===== src/rtl/ram_port_arbiter.sv =====
// ram_port_arbiter: shares one single-port word RAM between instruction fetch
// and load/store traffic. Data requests win by default. A fetch that has lost
// FETCH_MAX_WAIT decisions in a row wins the next decision unconditionally.
// Every access runs through IDLE -> ACCESS [-> RWAIT -> RESP].
// Ports:
//   iCLK, iRST                     clock, synchronous active-high reset
//   iIF_REQ/iIF_ADDR               fetch request side
//   oIF_GNT/oIF_RVALID/oIF_RDATA   fetch grant pulse, read-valid pulse, read data
//   iDM_REQ/iDM_WE/iDM_ADDR/iDM_WDATA  load/store request side
//   oDM_GNT/oDM_RVALID/oDM_RDATA   data grant pulse, load-valid pulse, load data
//   oDM_ERR                        misaligned data request rejected (pulse)
//   oRAM_CE/oRAM_RD/oRAM_WR        registered RAM strobes
//   oRAM_ADDR/oRAM_DATA            RAM word address and write data
//   iRAM_DATA                      RAM read data, valid the cycle after RD
//   oBUSY                          high whenever the FSM is not in IDLE
module ram_port_arbiter #(
  parameter int unsigned FETCH_MAX_WAIT = 4
) (
  input  logic        iCLK,
  input  logic        iRST,
  input  logic        iIF_REQ,
  input  logic [31:0] iIF_ADDR,
  output logic        oIF_GNT,
  output logic        oIF_RVALID,
  output logic [31:0] oIF_RDATA,
  input  logic        iDM_REQ,
  input  logic        iDM_WE,
  input  logic [31:0] iDM_ADDR,
  input  logic [31:0] iDM_WDATA,
  output logic        oDM_GNT,
  output logic        oDM_RVALID,
  output logic [31:0] oDM_RDATA,
  output logic        oDM_ERR,
  output logic        oRAM_CE,
  output logic        oRAM_RD,
  output logic        oRAM_WR,
  output logic [7:0]  oRAM_ADDR,
  output logic [31:0] oRAM_DATA,
  input  logic [31:0] iRAM_DATA,
  output logic        oBUSY
);

  localparam int unsigned CNT_W  = 4;
  localparam int unsigned ADDR_W = 8;
  localparam int unsigned DATA_W = 32;

  typedef enum logic [1:0] {S_IDLE, S_ACCESS, S_RWAIT, S_RESP} state_t;

  state_t r_state;
  state_t w_next_state;

  logic [CNT_W-1:0]  r_wait_cnt;
  logic              r_own_dm;     // current access belongs to the data port
  logic              r_is_store;

  logic              r_if_gnt, r_if_rvalid, r_dm_gnt, r_dm_rvalid, r_dm_err;
  logic              r_ram_ce, r_ram_rd, r_ram_wr, r_busy;
  logic [ADDR_W-1:0] r_ram_addr;
  logic [DATA_W-1:0] r_ram_data, r_if_rdata, r_dm_rdata;

  logic              w_if_gnt, w_if_rvalid, w_dm_gnt, w_dm_rvalid, w_dm_err;
  logic              w_ram_ce, w_ram_rd, w_ram_wr, w_busy;
  logic [ADDR_W-1:0] w_ram_addr;
  logic [DATA_W-1:0] w_ram_data, w_if_rdata, w_dm_rdata;

  // Arbitration decision, only meaningful while in IDLE
  logic w_idle, w_cnt_full, w_if_win, w_dm_win, w_dm_misal, w_accept;
  assign w_idle     = (r_state == S_IDLE);
  assign w_cnt_full = (r_wait_cnt == CNT_W'(FETCH_MAX_WAIT));
  assign w_if_win   = iIF_REQ && (!iDM_REQ || w_cnt_full);
  assign w_dm_win   = iDM_REQ && !w_if_win;
  assign w_dm_misal = w_dm_win && (iDM_ADDR[1:0] != 2'b00);
  assign w_accept   = w_if_win || (w_dm_win && !w_dm_misal);

  // Upper address bits wrap away; fetch byte-offset bits are don't-care
  logic w_unused;
  assign w_unused = ^{iIF_ADDR[31:10], iIF_ADDR[1:0], iDM_ADDR[31:10]};

  // State register
  always_ff @(posedge iCLK) begin
    if (iRST) r_state <= S_IDLE;
    else      r_state <= w_next_state;
  end

  // Next-state logic
  always_comb begin
    w_next_state = r_state;
    case (r_state)
      S_IDLE:   if (w_accept) w_next_state = S_ACCESS;
      S_ACCESS: w_next_state = r_is_store ? S_IDLE : S_RWAIT;
      S_RWAIT:  w_next_state = S_RESP;
      S_RESP:   w_next_state = S_IDLE;
      default:  w_next_state = S_IDLE;
    endcase
  end

  // Output logic: next values of the registered outputs
  always_comb begin
    w_if_gnt    = 1'b0;
    w_dm_gnt    = 1'b0;
    w_if_rvalid = 1'b0;
    w_dm_rvalid = 1'b0;
    w_dm_err    = 1'b0;
    w_ram_ce    = 1'b0;
    w_ram_rd    = 1'b0;
    w_ram_wr    = 1'b0;
    w_ram_addr  = '0;
    w_ram_data  = '0;
    w_if_rdata  = r_if_rdata;
    w_dm_rdata  = r_dm_rdata;
    w_busy      = (w_next_state != S_IDLE);
    if (w_idle && w_accept) begin
      w_ram_ce   = 1'b1;
      w_ram_wr   = w_dm_win && iDM_WE;
      w_ram_rd   = !(w_dm_win && iDM_WE);
      w_ram_addr = w_if_win ? iIF_ADDR[9:2] : iDM_ADDR[9:2];
      w_ram_data = (w_dm_win && iDM_WE) ? iDM_WDATA : '0;
      w_if_gnt   = w_if_win;
      w_dm_gnt   = w_dm_win;
    end
    w_dm_err = w_idle && w_dm_misal;
    // Read data is captured at the end of RWAIT and presented during RESP
    if (r_state == S_RWAIT) begin
      if (r_own_dm) begin
        w_dm_rvalid = 1'b1;
        w_dm_rdata  = iRAM_DATA;
      end else begin
        w_if_rvalid = 1'b1;
        w_if_rdata  = iRAM_DATA;
      end
    end
  end

  // Output registers, command ownership and fetch-starvation counter
  always_ff @(posedge iCLK) begin
    if (iRST) begin
      r_if_gnt    <= 1'b0;
      r_dm_gnt    <= 1'b0;
      r_if_rvalid <= 1'b0;
      r_dm_rvalid <= 1'b0;
      r_dm_err    <= 1'b0;
      r_ram_ce    <= 1'b0;
      r_ram_rd    <= 1'b0;
      r_ram_wr    <= 1'b0;
      r_ram_addr  <= '0;
      r_ram_data  <= '0;
      r_if_rdata  <= '0;
      r_dm_rdata  <= '0;
      r_busy      <= 1'b0;
      r_own_dm    <= 1'b0;
      r_is_store  <= 1'b0;
      r_wait_cnt  <= '0;
    end else begin
      r_if_gnt    <= w_if_gnt;
      r_dm_gnt    <= w_dm_gnt;
      r_if_rvalid <= w_if_rvalid;
      r_dm_rvalid <= w_dm_rvalid;
      r_dm_err    <= w_dm_err;
      r_ram_ce    <= w_ram_ce;
      r_ram_rd    <= w_ram_rd;
      r_ram_wr    <= w_ram_wr;
      r_ram_addr  <= w_ram_addr;
      r_ram_data  <= w_ram_data;
      r_if_rdata  <= w_if_rdata;
      r_dm_rdata  <= w_dm_rdata;
      r_busy      <= w_busy;
      if (w_idle) begin
        if (w_accept) begin
          r_own_dm   <= w_dm_win;
          r_is_store <= w_dm_win && iDM_WE;
        end
        // A misaligned data win still counts as a fetch loss
        if (!iIF_REQ || w_if_win)  r_wait_cnt <= '0;
        else if (!w_cnt_full)      r_wait_cnt <= r_wait_cnt + CNT_W'(1);
      end
    end
  end

  assign oIF_GNT    = r_if_gnt;
  assign oIF_RVALID = r_if_rvalid;
  assign oIF_RDATA  = r_if_rdata;
  assign oDM_GNT    = r_dm_gnt;
  assign oDM_RVALID = r_dm_rvalid;
  assign oDM_RDATA  = r_dm_rdata;
  assign oDM_ERR    = r_dm_err;
  assign oRAM_CE    = r_ram_ce;
  assign oRAM_RD    = r_ram_rd;
  assign oRAM_WR    = r_ram_wr;
  assign oRAM_ADDR  = r_ram_addr;
  assign oRAM_DATA  = r_ram_data;
  assign oBUSY      = r_busy;

endmodule


===== config.mk =====
export PLATFORM = sky130hd
export DESIGN_NAME = ram_port_arbiter
export DESIGN_NICKNAME = d
export VERILOG_FILES = /design/src/rtl/ram_port_arbiter.sv
export SDC_FILE = /design/constraint.sdc
export NUM_CORES = 1
export LEC_CHECK = 0
export ABC_AREA = 1
export CAP_MARGIN = 0
export CORE_MARGIN = 2
export CORE_UTILIZATION = 37
export DETAILED_ROUTE_END_ITERATION = 10
export PLACE_DENSITY = 0.83
export SYNTH_ARGS = -nofsm -noshare
export SYNTH_HDL_FRONTEND = slang
export SYNTH_SLANG_ARGS = --single-unit

===== constraint.sdc =====
create_clock -name iCLK -period 1.6 [get_ports iCLK]
set_input_delay 0.16 -clock iCLK [delete_from_list [all_inputs] [get_ports iCLK]]
set_output_delay 0.16 -clock iCLK [all_outputs]
set_load 0.02 [all_outputs]

==> load_flow_metrics.sql <==
INSERT INTO impl_metrics (metric_group, metric, value, unit) VALUES
('setup_path', 'timing.critical_path.to_type', 'register', ''),
('routing', 'drc', '0', ''),
('sta', 'maxSlewHeadroom', '0.730', ''),
('yosys', 'yosys-mux-area-fraction', '0', ''),
('yosys', 'area_fraction_in_compound_gates_after_synthesis', '0.0938', ''),
('routing', 'first_iter_violations', '314', ''),
('yosys', 'avgSynthCellArea', '8.18', 'um2'),
('routing', 'routed_via_count_divided_by_cell_count', '4.90', ''),
('setup_path', 'crit_start_category', 'register', ''),
('grt', 'globalRouteOverflowTotal', '0', ''),
('clock_tree', 'clkSlewWorstSetupHoldPaths', '60', 'ps'),
('yosys', 'synth_top_area_cell', 'dfxtp_1', ''),
('grt', 'global_route.usage.met2', '0.344', ''),
('die', 'core_area', '0.0109', 'mm2'),
('die', 'floorplan.initialDensity', '0.382', ''),
('clock_tree', 'cts_tree', 'built', ''),
('die', 'design.portCount', '246', ''),
('routing', 'route.antenna.remaining_nets', '0', ''),
('hold_path', 'min-delay-path-class', 'primary input to register', ''),
('yosys', 'netlist_instances', '509', ''),
('grt', 'initial_antenna_violation_count', '0', ''),
('setup_path', 'worst_setup_path_startpoint', 'r_wait_cnt[0]', ''),
('power_and_ir_drop', 'cell_area_power_density', '1140', 'mW/mm2'),
('sta', 'fin_crit_sh', '0.972', ''),
('grt', 'gr-usage-met3', '0.0911', ''),
('setup_path', 'worst-path-max-fanout', '16', ''),
('sta', 'layout_min_cycle_time', '1560', 'ps'),
('yosys', 'synth_enable_flop_cells', '0', ''),
('clock_tree', 'cts.sink_count', '121', ''),
('power_and_ir_drop', 'power.total', '7870', 'uW'),
('grt', 'met1_usage', '0.226', ''),
('cells_and_area', 'drive_gt1_frac', '0.0880', ''),
('die', 'die_area', '0.0121', 'mm2'),
('cells_and_area', 'area.sequential', '0.00242', 'mm2'),
('die', 'die_width', '110', 'um'),
('sta', 'final-setup-viol-count', '0', ''),
('placement', 'buffer_ports.inserted', '199', ''),
('die', 'die_y', '110', 'um'),
('yosys', 'adder_cell_share_of_the_synthesized_area', '0.00601', ''),
('grt', 'grt_util_all_layers', '0.207', ''),
('clock_tree', 'cts_max_path_buffers', '2', ''),
('cells_and_area', 'fill_cells', '881', ''),
('setup_path', 'cp_data_arrival_time', '2000', 'ps'),
('power_and_ir_drop', 'power.ir.vdd_worst', '713', 'uV'),
('placement', 'post_dp_cell_area', '0.00632', 'mm2'),
('cells_and_area', 'postLayoutCellArea', '0.00690', 'mm2'),
('grt', 'global_route.peak_usage_layer', 'met2', ''),
('placement', 'dp_hpwl', '9.07', 'mm'),
('yosys', 'synth-seq-area-share', '0.582', ''),
('grt', 'grt_pass1_wl', '19.0', 'mm'),
('yosys', 'post-synth-top-area-fraction', '0.582', ''),
('sta', 'tightest_slew', '403', 'ps'),
('yosys', 'mappedNetlistArea', '0.00416', 'mm2'),
('clock_tree', 'clk_latency', '520', 'ps'),
('grt', 'first_global_vias', '4053', ''),
('clock_tree', 'buffer_type_at_the_clock_tree_root', 'clkbuf_8', ''),
('yosys', 'post-synth-top-count-cell', 'dfxtp_1', ''),
('clock_tree', 'numCtsBuffers', '17', ''),
('cells_and_area', 'multi_input_comb_area', '0.00139', 'mm2'),
('sta', 'clock-skew-final', '11.5', 'ps'),
('job', 'maxCapViolCount', '0', ''),
('sta', 'fmaxAchievable', '643', 'MHz'),
('yosys', 'ys.flop_type', 'dfxtp_1', ''),
('yosys', 'synth_top_family_by_area', 'simple AND/OR/NAND/NOR gates', ''),
('routing', 'first_pass_iters', '6', ''),
('cells_and_area', 'final_nets', '850', ''),
('status', 'outcome', 'finished clean', ''),
('power_and_ir_drop', 'power.leakage', '0.00345', 'uW'),
('cells_and_area', 'diodes', '0', ''),
('yosys', 'ys_ff_latch', '121', ''),
('clock_tree', 'htree_levels', '4', '');
## placed cells by master, fill, tap and decap left out, types with 3 or more instances in the layout
| cell type | count |
|---|---|
| buf_4 | 16 |
| dlygate4sd2_1 | 101 |
| clkbuf_1 | 3 |
| nor2_1 | 42 |
| inv_1 | 50 |
| a21oi_1 | 72 |
| clkinv_2 | 3 |
| nand3_1 | 68 |
| clkdlybuf4s50_1 | 85 |
| bufinv_16 | 4 |
| clkbuf_8 | 4 |
| clkbuf_16 | 17 |
| nand2_2 | 4 |
| dlymetal6s2s_1 | 12 |
| dfxtp_1 | 119 |
| nand2_1 | 100 |
## critical path, cell delays in order (launching register included)
cell and delay (ps):
dfxtp_2 350, inv_1 70, ha_1 210, nand3_2 100, o21bai_1 90, nor2_2 200
nand3_4 140, clkbuf_16 210, nor2_1 110
## flip-flops by register name, indices dropped and copies added, names as in the netlist
name and flops:
oIF_GNT 1, r_is_store 1, oDM_ERR 1, oDM_GNT 1, oRAM_CE 1, oDM_RVALID 1
oRAM_WR 1, oRAM_RD 1, oDM_RDATA 32, oBUSY 1, oIF_RVALID 1, r_wait_cnt 4
oIF_RDATA 32, r_own_dm 1, r_state 2, oRAM_DATA 32, oRAM_ADDR 8
## final cells by class
cell class / count / area share
tap: 140 / 0.0254
timing repair buffer: 220 / 0.304
clock inverter: 8 / 0.0207
sequential: 121 / 0.351
clock buffer: 23 / 0.0676
inverter: 53 / 0.0294
multi-input combinational: 302 / 0.202
## per-layer routing
layer | share of wire | wire length (um) | up-vias
met5 | 0 | 0 | -
li1 | - | - | 2034
met3 | 0.10 | 1340 | 34
met2 | 0.48 | 6120 | 218
met1 | 0.39 | 4900 | 1962
met4 | 0.029 | 371 | 0
## cells by family after synthesis
kind of cell,count (synthesis)
adders and majority gates,2
buffers and inverters,86
DFF,121
AOI/OAI and AO/OA,77
and+or+nand+nor,223
## per-stage QoR
stage          setup slack (ps)  std cells  hold slack, ps  utilization
2_1_floorplan               211        509             272            -
5_1_grt                   -19.7        867             166        0.634
4_1_cts                   0.463        866             149        0.626
3_5_place_dp               18.5        834             454        0.580
6_report                   44.5        867             166        0.634
3_3_place_gp               55.7        834             449        0.580
## what timing repair did
action,in CTS,in global routing
pin swaps,0,2
hold endpoints to repair,4,0
buffers inserted,0,0
setup endpoints to repair,102,60
hold buffers,1,0
cloned,0,1
resized for setup,102,23
## final timing paths
check / to / slack [ps] / depth (start not counted)
worst max-delay path: oRAM_DATA[20] / 40 / 8
worst min-delay path: oRAM_DATA[8] / 170 / 3
worst max register to register: oRAM_DATA[20] / 40 / 8
worst min register to register: oIF_RDATA[22] / 460 / 2
## where the power goes
part | internal [uW] | leakage (uW) | switching [uW]
sequential | 3100 | 0.000980 | 42.0
clock | 2640 | 0.000298 | 1260
combinational | 382 | 0.00217 | 446
No activity file was read; power rests on OpenSTA's default activity.
